[config.mk]
export PLATFORM = sky130hd
export DESIGN_NAME = fpu_arbiter
export DESIGN_NICKNAME = d
export VERILOG_FILES = /design/src/rtl/fpu_arbiter.sv
export SDC_FILE = /design/constraint.sdc
export NUM_CORES = 1
export LEC_CHECK = 0
export BUFFER_PORTS_ARGS = -buffer_cell sky130_fd_sc_hd__buf_2
export CAP_MARGIN = 10
export CORE_AREA = 2 2 165 167
export CTS_CLUSTER_SIZE = 10
export DETAILED_ROUTE_END_ITERATION = 12
export DIE_AREA = 0 0 167 169
export PLACE_DENSITY = 0.56
export SLEW_MARGIN = 20
export SYNTH_ARGS = -nofsm -noshare
export SYNTH_HDL_FRONTEND = slang
export SYNTH_SLANG_ARGS = --single-unit
[constraint.sdc]
create_clock -name clk -period 2.4 [get_ports clk]
set_input_delay 0.36 -clock clk [delete_from_list [all_inputs] [get_ports clk]]
set_output_delay 0.36 -clock clk [all_outputs]
set_load 0.05 [all_outputs]
[src/rtl/fpu_arbiter.sv]
// Round-robin arbiter sharing one FPU between N_REQ requesters. It sequences
// the start/valid handshake, returns results, and recovers a hung FPU through
// a watchdog.
module fpu_arbiter #(
    parameter int N_REQ       = 4,
    parameter int TIMEOUT_CYC = 1024,
    parameter int RECOVER_CYC = 2
) (
    input  logic                 clk,
    input  logic                 rst,
    input  logic [N_REQ-1:0]     req,
    input  logic [3*N_REQ-1:0]   req_op,
    input  logic [32*N_REQ-1:0]  req_a,
    input  logic [32*N_REQ-1:0]  req_b,
    output logic [N_REQ-1:0]     ack,
    output logic [N_REQ-1:0]     done,
    output logic [31:0]          rsp_result,
    output logic [3:0]           rsp_flags,
    output logic                 rsp_err,
    output logic                 rsp_timeout,
    output logic                 fpu_rst,
    output logic                 fpu_start,
    output logic [2:0]           fpu_op,
    output logic [31:0]          fpu_a,
    output logic [31:0]          fpu_b,
    input  logic                 fpu_busy,
    input  logic                 fpu_valid,
    input  logic                 fpu_err,
    input  logic [31:0]          fpu_result,
    input  logic [3:0]           fpu_flags
);

    localparam int PW = $clog2(N_REQ);
    localparam int WW = $clog2(TIMEOUT_CYC);
    localparam int RW = $clog2(RECOVER_CYC + 1);

    typedef enum logic [1:0] {IDLE, RUN, RESP, RECOVER} state_t;

    state_t             state_r, state_nxt;
    logic [PW-1:0]      ptr_r, ptr_nxt;
    logic [PW-1:0]      gnt_r, gnt_nxt;
    logic [WW-1:0]      wdog_r, wdog_nxt;
    logic [RW-1:0]      rec_r, rec_nxt;
    logic               tmo_r, tmo_nxt;
    logic [N_REQ-1:0]   ack_r, ack_nxt;
    logic [N_REQ-1:0]   done_r, done_nxt;
    logic [31:0]        res_r, res_nxt;
    logic [3:0]         flags_r, flags_nxt;
    logic               err_r, err_nxt;
    logic               start_r, start_nxt;
    logic               frst_r, frst_nxt;
    logic [2:0]         op_r, op_nxt;
    logic [31:0]        a_r, a_nxt;
    logic [31:0]        b_r, b_nxt;

    logic [N_REQ-1:0]   rot_s;
    logic               win_found_s;
    logic [PW-1:0]      win_idx_s;
    logic [PW:0]        sum_s;
    logic [2:0]         win_op_s;
    logic [31:0]        win_a_s;
    logic [31:0]        win_b_s;

    function automatic logic [N_REQ-1:0] onehot(input logic [PW-1:0] idx);
        onehot = {{(N_REQ-1){1'b0}}, 1'b1} << idx;
    endfunction

    // Round-robin winner: rotate requests so ptr sits at bit 0, take the first set bit.
    always_comb begin
        rot_s       = N_REQ'({req, req} >> ptr_r);
        win_found_s = 1'b0;
        win_idx_s   = '0;
        sum_s       = '0;
        for (int k = 0; k < N_REQ; k++) begin
            sum_s       = {1'b0, ptr_r} + (PW+1)'(k);
            sum_s       = (sum_s >= (PW+1)'(N_REQ)) ? sum_s - (PW+1)'(N_REQ) : sum_s;
            win_idx_s   = (!win_found_s && rot_s[k]) ? sum_s[PW-1:0] : win_idx_s;
            win_found_s = win_found_s | rot_s[k];
        end
    end

    // Operand mux for the current winner.
    always_comb begin
        win_op_s = 3'b000;
        win_a_s  = 32'h0000_0000;
        win_b_s  = 32'h0000_0000;
        for (int i = 0; i < N_REQ; i++) begin
            win_op_s = (win_idx_s == PW'(i)) ? req_op[3*i +: 3]  : win_op_s;
            win_a_s  = (win_idx_s == PW'(i)) ? req_a[32*i +: 32] : win_a_s;
            win_b_s  = (win_idx_s == PW'(i)) ? req_b[32*i +: 32] : win_b_s;
        end
    end

    // Next-state and next-output logic for the arbitration FSM.
    always_comb begin
        state_nxt = state_r;
        ptr_nxt   = ptr_r;
        gnt_nxt   = gnt_r;
        wdog_nxt  = wdog_r;
        rec_nxt   = rec_r;
        tmo_nxt   = tmo_r;
        ack_nxt   = '0;
        done_nxt  = '0;
        res_nxt   = res_r;
        flags_nxt = flags_r;
        err_nxt   = err_r;
        start_nxt = start_r;
        frst_nxt  = frst_r;
        op_nxt    = op_r;
        a_nxt     = a_r;
        b_nxt     = b_r;
        case (state_r)
            IDLE: begin
                if (win_found_s && !fpu_busy) begin
                    ack_nxt   = onehot(win_idx_s);
                    gnt_nxt   = win_idx_s;
                    op_nxt    = win_op_s;
                    a_nxt     = win_a_s;
                    b_nxt     = win_b_s;
                    start_nxt = 1'b1;
                    wdog_nxt  = '0;
                    state_nxt = RUN;
                end else begin
                    state_nxt = IDLE;
                end
            end
            RUN: begin
                wdog_nxt = wdog_r + WW'(1);
                if (fpu_valid) begin
                    res_nxt   = fpu_result;
                    flags_nxt = fpu_flags;
                    err_nxt   = fpu_err;
                    tmo_nxt   = 1'b0;
                    start_nxt = 1'b0;
                    done_nxt  = onehot(gnt_r);
                    ptr_nxt   = (gnt_r == PW'(N_REQ - 1)) ? '0 : gnt_r + PW'(1);
                    state_nxt = RESP;
                end else if (wdog_r == WW'(TIMEOUT_CYC - 1)) begin
                    res_nxt   = 32'h0000_0000;
                    flags_nxt = 4'b0000;
                    err_nxt   = 1'b1;
                    tmo_nxt   = 1'b1;
                    start_nxt = 1'b0;
                    done_nxt  = onehot(gnt_r);
                    ptr_nxt   = (gnt_r == PW'(N_REQ - 1)) ? '0 : gnt_r + PW'(1);
                    state_nxt = RESP;
                end else begin
                    state_nxt = RUN;
                end
            end
            RESP: begin
                // A timed-out FPU gets reset before anyone else is granted.
                if (tmo_r) begin
                    frst_nxt  = 1'b1;
                    rec_nxt   = '0;
                    state_nxt = RECOVER;
                end else if (!fpu_valid && !fpu_busy) begin
                    state_nxt = IDLE;
                end else begin
                    state_nxt = RESP;
                end
            end
            RECOVER: begin
                if (rec_r == RW'(RECOVER_CYC - 1)) begin
                    frst_nxt  = 1'b0;
                    state_nxt = IDLE;
                end else begin
                    rec_nxt   = rec_r + RW'(1);
                    state_nxt = RECOVER;
                end
            end
            default: begin
                start_nxt = 1'b0;
                frst_nxt  = 1'b0;
                state_nxt = IDLE;
            end
        endcase
    end

    // State and output registers with synchronous active-low reset.
    always_ff @(posedge clk) begin
        if (!rst) begin
            state_r <= IDLE;
            ptr_r   <= '0;
            gnt_r   <= '0;
            wdog_r  <= '0;
            rec_r   <= '0;
            tmo_r   <= 1'b0;
            ack_r   <= '0;
            done_r  <= '0;
            res_r   <= 32'h0000_0000;
            flags_r <= 4'b0000;
            err_r   <= 1'b0;
            start_r <= 1'b0;
            frst_r  <= 1'b0;
            op_r    <= 3'b000;
            a_r     <= 32'h0000_0000;
            b_r     <= 32'h0000_0000;
        end else begin
            state_r <= state_nxt;
            ptr_r   <= ptr_nxt;
            gnt_r   <= gnt_nxt;
            wdog_r  <= wdog_nxt;
            rec_r   <= rec_nxt;
            tmo_r   <= tmo_nxt;
            ack_r   <= ack_nxt;
            done_r  <= done_nxt;
            res_r   <= res_nxt;
            flags_r <= flags_nxt;
            err_r   <= err_nxt;
            start_r <= start_nxt;
            frst_r  <= frst_nxt;
            op_r    <= op_nxt;
            a_r     <= a_nxt;
            b_r     <= b_nxt;
        end
    end

    assign ack         = ack_r;
    assign done        = done_r;
    assign rsp_result  = res_r;
    assign rsp_flags   = flags_r;
    assign rsp_err     = err_r;
    assign rsp_timeout = tmo_r;
    assign fpu_rst     = frst_r;
    assign fpu_start   = start_r;
    assign fpu_op      = op_r;
    assign fpu_a       = a_r;
    assign fpu_b       = b_r;

endmodule

[Word-level counts from Yosys, hierarchy flattened]
Cells that the tools add are included.
Operators by class
  divide/modulo/power cells: 0
  shifts and indexed selects: 3
  bitwise logic cells: 3
  multipliers: 0
  reduce and logical (&&, ||, !) cells: 23
  eq/ne operators: 14
  multiplexer cells: 51
  order comparisons: 4
  add/sub/neg operators: 10
Operators by type and width (number)
  $mux W32: 10
  $mux W2: 18
  $pmux W10 S2: 1
  $mux W4: 4
  $mux W3: 4
  $reduce_and A3 Y1: 4
  $add A10 B1 Y10 const B: 1
  $eq A10 B10 Y1 const B: 1
  $eq A2 B2 Y1 const B: 5
  $mux W10: 1
  $ge A3 B3 Y1 const B: 3
  $mux W1: 9
  $ne A2 B2 Y1 const B: 4
  $pmux W2 S4: 1
  $reduce_and A2 Y1: 4
  $shl A1 B2 Y4 const A: 2
  $shr A8 B2 Y4: 1
  $sub A2 B1 Y2 const B: 4
  $add A2 B2 Y3 const B: 2
  $eq A2 B1 Y1 const B: 3
  $reduce_bool A2 Y1: 3
  $logic_and A1 B1 Y1: 5
  $logic_not A1 Y1: 5
  $add A2 B1 Y2 const B: 2
  7 further kinds: 11
Word-level totals
  input port bits: 313
  register bits: 133
  output and inout bits: 115
  latch bits: 0
  memory bits (read-only): 0
  RAM bits: 0
  memories kept: 0
  logic and storage cells: 124

[Depth between registers and ports, before layout]
Gate-level depths: netlist (run 1).
  word-level depth: 11
  depth in mapped cells: 8
  mapped depth without buffers: 7

[Worst setup path after synthesis (run 1)]
OpenSTA, ideal clock, no wires.
  kind: register -> register
  from: register wdog_r[0]
  to: register res_r[23], in the netlist rsp_result[23]
  path buffers: 2
  required time: 2334 ps
  cell stages (with the launch flop): 9
  setup slack: 680 ps
  data arrival time: 1654 ps
  clock period less this slack: 1720 ps
  cell sequence: dfxtp_1 ha_1 and3_1 a41o_1 nand2_1 buf_2 buf_2 a22oi_1 nor2b_1
Between the ends
  cells in the longest elaborated chain, start to end: 3
Ends and longest elaborated chain
  from (decl): RTL line 42  | logic [WW-1:0] wdog_r, wdog_nxt;
  from (signal assigned): RTL line 203  | wdog_r <= wdog_nxt;
  $eq A10 B10 Y1: RTL line 138  | end else if (wdog_r == WW'(TIMEOUT_CYC - 1)) begin
  $reduce_bool A2 Y1 (no source line)
  $reduce_and A2 Y1 (no source line)
  to (signal assigned): RTL line 208  | res_r <= res_nxt;
  to (decl): RTL line 47  | logic [31:0] res_r, res_nxt;
Every way passes these cells.
A chain may end at the register's enable or synchronous reset.

[Final worst setup path (run 1)]
  from: register ptr_r[1]
  to: register a_r[6], in the netlist fpu_a[6]
Between the ends
  cells in the longest elaborated chain, start to end: 11
  elaborated cells on any way between the ends: 39
Ends and longest elaborated chain
  from (decl): RTL line 40  | logic [PW-1:0] ptr_r, ptr_nxt;
  from (signal assigned): RTL line 201  | ptr_r <= ptr_nxt;
  $add A2 B1 Y3, or another cell as far along: RTL line 75  | sum_s = {1'b0, ptr_r} + (PW+1)'(k);
  $ge A3 B3 Y1, or another cell as far along: RTL line 76  | sum_s = (sum_s >= (PW+1)'(N_REQ)) ? sum_s - (PW+1)'(N_REQ) : sum_s;
  $mux W2, or another cell as far along: RTL line 76
  $mux W2, or another cell as far along: RTL line 77  | win_idx_s = (!win_found_s && rot_s[k]) ? sum_s[PW-1:0] : win_idx_s;
  $mux W2 or $logic_and A1 B1 Y1 (tied branches): RTL line 77
  $mux W2: RTL line 77
  $logic_not A2 Y1: RTL line 89  | win_a_s = (win_idx_s == PW'(i)) ? req_a[32*i +: 32] : win_a_s;
  $mux W32 (4 in series): RTL line 89
  to (signal assigned): RTL line 214  | a_r <= a_nxt;
  to (decl): RTL line 53  | logic [31:0] a_r, a_nxt;
Parallel ways exist; a longest one is shown, timed or not.

==> impl_metrics.py, run 1 <==
metrics = {
    "worst_setup_path": {
        "worstSetupStartpointType": "register",
        "cp_top_family": "simple AND/OR/NAND/NOR gates",
        "worstPathArrival_ps": 2300,
        "crit_type": "register to register",
        "r2r-start": "ptr_r[1]",
        "cp_slowest_stage_delay_ps": 600,
        "cp_slowest_cell": "or4b_1",
        "cp_cell_sequence": "inv_2, or4b_1, nand2_2, buf_12, a211oi_1, o21ai_1",
        "worst_ep_required_time_ps": 2750,
        "critPathLaunch": "ptr_r[1]",
        "cp_max_fo": 37,
        "crit_buf_inv": 2,
        "cp-end-kind": "register",
    },
    "power": {
        "p_per_area_nw_per_um2": 738,
        "swShare_pct": 34.5,
        "internal_power_uw": 4640,
        "p_leak_uw": 0.00443,
        "peakVddDrop_v": 0.000471,
        "p_seq_share_pct": 34.9,
        "p_total_uw": 7080,
        "power_frac_clock_pct": 39.8,
        "pwr-share-comb_pct": 25.3,
        "power.switching_uw": 2450,
    },
    "cts": {
        "htree_num_levels": 4,
        "cts_resized": 0,
        "cts_buffer_depth": 2,
        "cts_made_buffers": 17,
        "clk_pin_slew_ps": 70,
        "cts.sinks": 133,
        "root_buffer": "clkbuf_16",
        "tritoncts": "done",
        "clock_latency_ps": 420,
        "cts_hold_buf": 0,
        "cts_setup_buffers": 0,
    },
    "yosys": {
        "synth_top_family_by_area": "compound AO/OA/AOI/OAI gates",
        "yosys.area_share.xor_xnor_pct": 0,
        "postSynthAreaPerCell_um2": 8.51,
        "synth-seq-area-share_pct": 41.3,
        "synth-edff-count": 0,
        "synth_cell_types": 47,
        "yosys.area_share.adder_pct": 1.16,
        "syn_area_um2": 6450,
        "syn_nets": 1077,
        "yosysWarnings": 0,
        "synthCells": 758,
        "async_flop_share_pct": 0,
        "synth-seq-cells": 133,
        "synth_compound_area_share_pct": 30.8,
        "synthFlopType": "dfxtp_1",
        "synthSimpleGateAreaFrac_pct": 21.1,
        "synth_mux_area_share_pct": 0.155,
    },
    "route": {
        "drt_iter0_markers": 331,
        "drt_wl_total_mm": 27.9,
        "postRouteAntennaNets": 0,
        "dr.pass1.iters": 5,
        "wl_per_cell_um": 18.5,
        "via_per_inst": 5.00,
        "drcViolationCount": 0,
        "vias": 7531,
    },
    "layout": {
        "nets": 1466,
        "fillers": 2846,
        "drive_gt1_share_pct": 42.3,
        "area_growth_pct": 48.7,
        "fin_cells": 1507,
    },
    "global_routing": {
        "grt.total_usage_pct": 19.2,
        "antenna_found_initial": 9,
        "grt_overflow": 0,
        "grt_start_max_net_pins": 68,
        "grt_pass1_vias": 7505,
        "grt_pass1_wl_mm": 42.5,
    },
    "placed_design": {
        "place_inst": 1469,
        "port_buffers": 427,
        "place_congestion": 0.868,
        "post-place-ws_ps": 382,
        "hpwl_mm": 20.0,
    },
    "timing": {
        "slew_headroom_pct": 62.8,
        "post-route-period-util_pct": 81.4,
        "grt_setup_unrepaired": "no",
        "fmax_mhz": 512,
        "setup_slack_ps": 446,
        "period_needed_ps": 1950,
        "skew_ps": 13.2,
        "tightest_slew_ps": 554,
        "hold_viol": 0,
        "tns_ps": 0,
        "hold_ws_ps": 190,
        "finalMaxSlewViolations": 0,
        "setup_viol": 0,
    },
    "die": {
        "ios": 428,
        "die-height_um": 169,
        "die_w_um": 167,
        "rows": 60,
        "initial_core_util_pct": 24.3,
        "dieArea_um2": 28200,
        "coreArea_um2": 26500,
    },
    "hold_path": {
        "hp-class": "input port to register",
        "min_from": "fpu_result[17]",
    },
    "run": {
        "drv_cap": 0,
    },
    "status": {
        "outcome": "finished, final reports clean",
    },
}
-- worst min-delay path: cells and delay by family --
family                 cells  cell delay [ps]
buffers and inverters      1               70
AND/OR/NAND/NOR            1               90
AO/OA/AOI/OAI              1               50
-- synth_stat cells (2+ instances only) --
library cell / n / share of area, %
o211ai_1: 3 / 0.35
and2_1: 6 / 0.58
buf_4: 6 / 0.70
or2_2: 2 / 0.19
ha_1: 6 / 1.2
clkbuf_1: 48 / 2.8
nor2b_1: 46 / 4.5
nor2_1: 18 / 1.0
nand3_1: 6 / 0.47
a21boi_0: 4 / 0.47
nand4_1: 3 / 0.29
nand2b_1: 2 / 0.19
o21ai_0: 27 / 2.1
and3_1: 73 / 7.1
a211oi_1: 66 / 7.7
nor3_1: 4 / 0.31
a21oi_1: 9 / 0.70
nand2_1: 83 / 4.8
buf_6: 2 / 0.35
dfxtp_1: 133 / 41
o21ai_1: 58 / 4.5
inv_1: 3 / 0.17
a31oi_1: 6 / 0.58
o221ai_1: 67 / 9.1
a22oi_1: 37 / 4.3
buf_2: 19 / 1.5
-- kinds of logic (layout without fill, tap and decap cells) --
family,count (synthesis),in the layout
other,0,6
buffers and inverters,80,482
adders and majority gates,6,6
muxes,1,1
DFF,133,133
AOI/OAI and AO/OA,284,284
and+or+nand+nor,254,254
-- area by class of cell --
type                       instances  area, um^2  area share (%)
clock inverter                    15         194            2.02
clock buffer                      17         425            4.43
antenna                            6        15.0           0.156
inverter                           4        15.0           0.156
tap                              341         427            4.45
sequential                       133        2660            27.8
multi-input combinational        545        3460            36.1
timing repair buffer             446        2390            24.9
-- placed cells by master (no fill, tap or decap), drive strengths merged, types with 17 or more instances in the layout --
cell type	Yosys	final
a211oi	66	66
nor2b	47	47
o21ai	86	86
buf	28	446
o221ai	67	67
nand2	84	84
nor2	18	18
and3	73	73
a22oi	37	37
dfxtp	133	133
clkbuf	48	17
-- registers in the layout, indices dropped and copies added (netlist names) --
signal,flops
ack,4
done,4
fpu_a,32
fpu_b,32
fpu_op,3
fpu_rst,1
fpu_start,1
gnt_r,2
ptr_r,2
rec_r,2
rsp_err,1
rsp_flags,4
rsp_result,32
rsp_timeout,1
state_r,2
wdog_r,10
-- final timing paths --
check | depth (start not counted) | slack (ps) | end
hold reg to reg | 2 | 440 | fpu_a[24]
setup / recovery | 6 | 450 | fpu_a[6]
hold / removal | 3 | 190 | rsp_result[17]
setup reg to reg | 6 | 450 | fpu_a[6]
-- routing by layer --
| layer | up-vias | global-route usage (%) | wire length (um) |
|---|---|---|---|
| met3 | 38 | 5.80 | 2140 |
| met4 | 6 | 6.93 | 607 |
| li1 | 3661 | - | - |
| met5 | - | 0 | 44 |
| met2 | 336 | 32.7 | 13500 |
| met1 | 3490 | 22.9 | 11600 |
-- stage by stage --
stage / instance area (um^2) / utilization [%]
after global routing: 9590 / 36.2
after floorplan: 6450 / -
after CTS: 9580 / 36.1
after detailed placement: 8960 / 33.8
after global placement: 8960 / 33.8
final: 9590 / 36.2
-- power groups by stage --
stage	registers (uW)	clock network, uW	logic, uW
5_1_grt	2490	3000	1930
3_3_place_gp	2510	0	1800
4_1_cts	2470	2920	1810
2_1_floorplan	3050	0	604
3_5_place_dp	2520	0	1810
6_report	2470	2820	1790
No activity file was read; power rests on OpenSTA's default activity.
==> inputs of run 2 (changes only) <==
- ABC_AREA: default -> 1
- CORE_AREA: 2 2 165 167 -> 2 2 169 171
- DIE_AREA: 0 0 167 169 -> 0 0 171 173
- PLACE_DENSITY: 0.56 -> 0.61
- clock period: 2.4 -> 1.6 ns (I/O delays scaled with it)
==> impl_metrics.py, run 2 <==
metrics = {
    "status": {
        "outcome": "finished, violations left",
        "violations": "negative setup slack",
    },
    "layout": {
        "drive_gt1_share_pct": 49.8,
        "area_growth_pct": 76.7,
        "fin_cells": 2132,
        "final_common_cell": "buf_2",
        "final_cell_mix": "buf_2, nand2_1, nand3_1",
        "nets": 2053,
        "fin_util_pct": 50.1,
    },
    "timing": {
        "post-route-period-util_pct": 134,
        "finalMaxSlewViolations": 0,
        "setup_slack_ps": -539,
        "period_needed_ps": 2140,
        "tightest_slew_ps": 536,
        "hold_viol": 0,
        "fmax_mhz": 468,
        "setup_viol": 127,
        "slew_headroom_pct": 64.3,
        "grt_setup_unrepaired": "yes",
        "skew_ps": 13.7,
    },
    "yosys": {
        "async_flop_share_pct": 0,
        "syn_nets": 1582,
        "yosysWarnings": 0,
        "synth-edff-count": 0,
        "synth_top_area_share_pct": 34.0,
        "synth_common_cells": "nand2_1, nand3_1, inv_1",
        "synth_area_leaders": "dfxtp_1, nand3_1, nand2_1, a21oi_1, inv_1",
        "synth-seq-cells": 133,
        "synthCells": 1263,
        "postSynthAreaPerCell_um2": 6.21,
        "synth.most_common_cell": "nand2_1",
        "synth-seq-area-share_pct": 34.0,
        "syn_area_um2": 7840,
        "yosys.area.top_type": "dfxtp_1",
        "synthFlopType": "dfxtp_1",
        "synth_cell_types": 28,
    },
    "worst_setup_path": {
        "crit_buf_inv": 4,
        "cp_max_fo": 8,
        "cp_slowest_stage_delay_ps": 370,
        "worstSetupStartpointType": "register",
        "cp_cell_sequence": "buf_6, nand2_4, nand2_4, nand2_2, nand2_2, nor2_4, nand3_4, nor2_4, nor2_4, buf_12, clkbuf_16, clkbuf_16, nand3_1, nand3_1, nand2_1, a21oi_1",
        "crit_type": "register to register",
        "timing.critical_path.mode_cell": "nor2_4",
        "cp_top_family": "simple AND/OR/NAND/NOR gates",
        "worst_ep_required_time_ps": 1890,
        "cp_slowest_cell": "dfxtp_4",
        "r2r_slack_ps": -540,
        "worstPathArrival_ps": 2430,
        "cp-end-kind": "register",
    },
    "global_routing": {
        "grt_overflow": 0,
        "grt_pass1_vias": 9559,
        "grt.total_usage_pct": 21.1,
        "grt_pass1_wl_mm": 49.7,
        "antenna_found_initial": 9,
        "grt_start_max_net_pins": 70,
    },
    "die": {
        "die-height_um": 173,
        "rows": 61,
        "ios": 428,
        "coreArea_um2": 27600,
        "dieArea_um2": 29600,
        "die_w_um": 171,
        "initial_core_util_pct": 28.4,
    },
    "cts": {
        "root_buffer": "clkbuf_16",
        "clk_pin_slew_ps": 70,
        "cts_hold_buf": 0,
        "cts_made_buffers": 17,
        "htree_num_levels": 4,
        "cts_buffer_depth": 2,
        "tritoncts": "done",
        "clock_latency_ps": 420,
        "cts.sinks": 133,
    },
    "power": {
        "p_leak_uw": 0.00683,
        "p_per_area_nw_per_um2": 1100,
        "peakVddDrop_v": 0.000581,
    },
    "route": {
        "drt_iter0_markers": 888,
        "vias": 10600,
        "dr.pass1.iters": 7,
        "drcViolationCount": 0,
        "drt_wl_total_mm": 37.1,
        "via_per_inst": 4.96,
        "wl_per_cell_um": 17.4,
        "postRouteAntennaNets": 0,
    },
    "placed_design": {
        "port_buffers": 427,
        "hpwl_mm": 23.9,
        "place_congestion": 0.954,
        "place_inst": 2044,
    },
    "hold_path": {
        "hp-class": "input port to register",
    },
    "run": {
        "drv_cap": 0,
    },
}
==> run 2: what timing repair did <==
action | in CTS | in global routing
pin swaps | 13 | 66
buffers inserted | 5 | 10
endpoints found under the setup margin | 130 | 129
hold endpoints to repair | 0 | 0
gates cloned | 5 | 29
resized for setup | 78 | 279
==> run 2: kinds of logic (layout without fill, tap and decap cells) <==
family	count (synthesis)	in the layout	share of synthesized area [%]
compound gates	212	212	13.8
xor+xnor	1	1	0.112
fa+ha+maj	6	6	0.957
buf+inv	263	745	14.4
flops	133	133	34.0
other cells	0	7	0
simple gates	648	650	36.7
==> run 2: metrics by stage <==
stage	worst slack [ps]	TNS, ps	hold slack [ps]	power (uW)	area, um^2
finish	-539	-42450	62.6	15200	13900
detailed placement	-481	-39580	448	9010	10900
global placement	-453	-33290	443	8980	10900
global route	-640	-55330	45.0	15900	13900
floorplan	-122	-7830	379	7370	8080
CTS	-437	-30750	38.5	13700	12000
==> run 2: per-layer routing <==
metal	track usage (%)	part of all wire (%)	routed length, um
met5	0	0.065	24
met1	24.7	38	14200
met3	5.84	8.8	3280
met2	36.9	50	18700
met4	6.85	2.4	881
==> run 2: layout make-up <==
class,instances,area [um^2]
fill,2646,13800
sequential,133,2670
antenna,7,17.5
clock buffer,17,425
tap,378,473
timing repair buffer,545,4050
clock inverter,15,210
multi-input combinational,869,5360
inverter,168,651
==> run 2: final timing paths <==
kind                                      end     startpoint  cells past startpoint
worst max-delay path                fpu_a[10]       ptr_r[0]                     16
worst min-delay path            rsp_result[0]  fpu_result[0]                      3
worst max register to register      fpu_a[10]       ptr_r[0]                     16
worst min register to register      fpu_a[11]      fpu_a[11]                      2
==> run 2: where the power goes <==
group | switching (uW) | leakage [uW] | internal (uW)
Combinational | 4240 | 0.00544 | 2910
Sequential | 180 | 0.00109 | 3610
Clock | 1740 | 0.000312 | 2530
==> run 2: worst reg2reg max path, delay by kind of cell (launching register included) <==
kind | cells | cell delay, ps
and+or+nand+nor | 11 | 960
DFF | 1 | 370
AOI/OAI and AO/OA | 1 | 60
buffers and inverters | 4 | 610
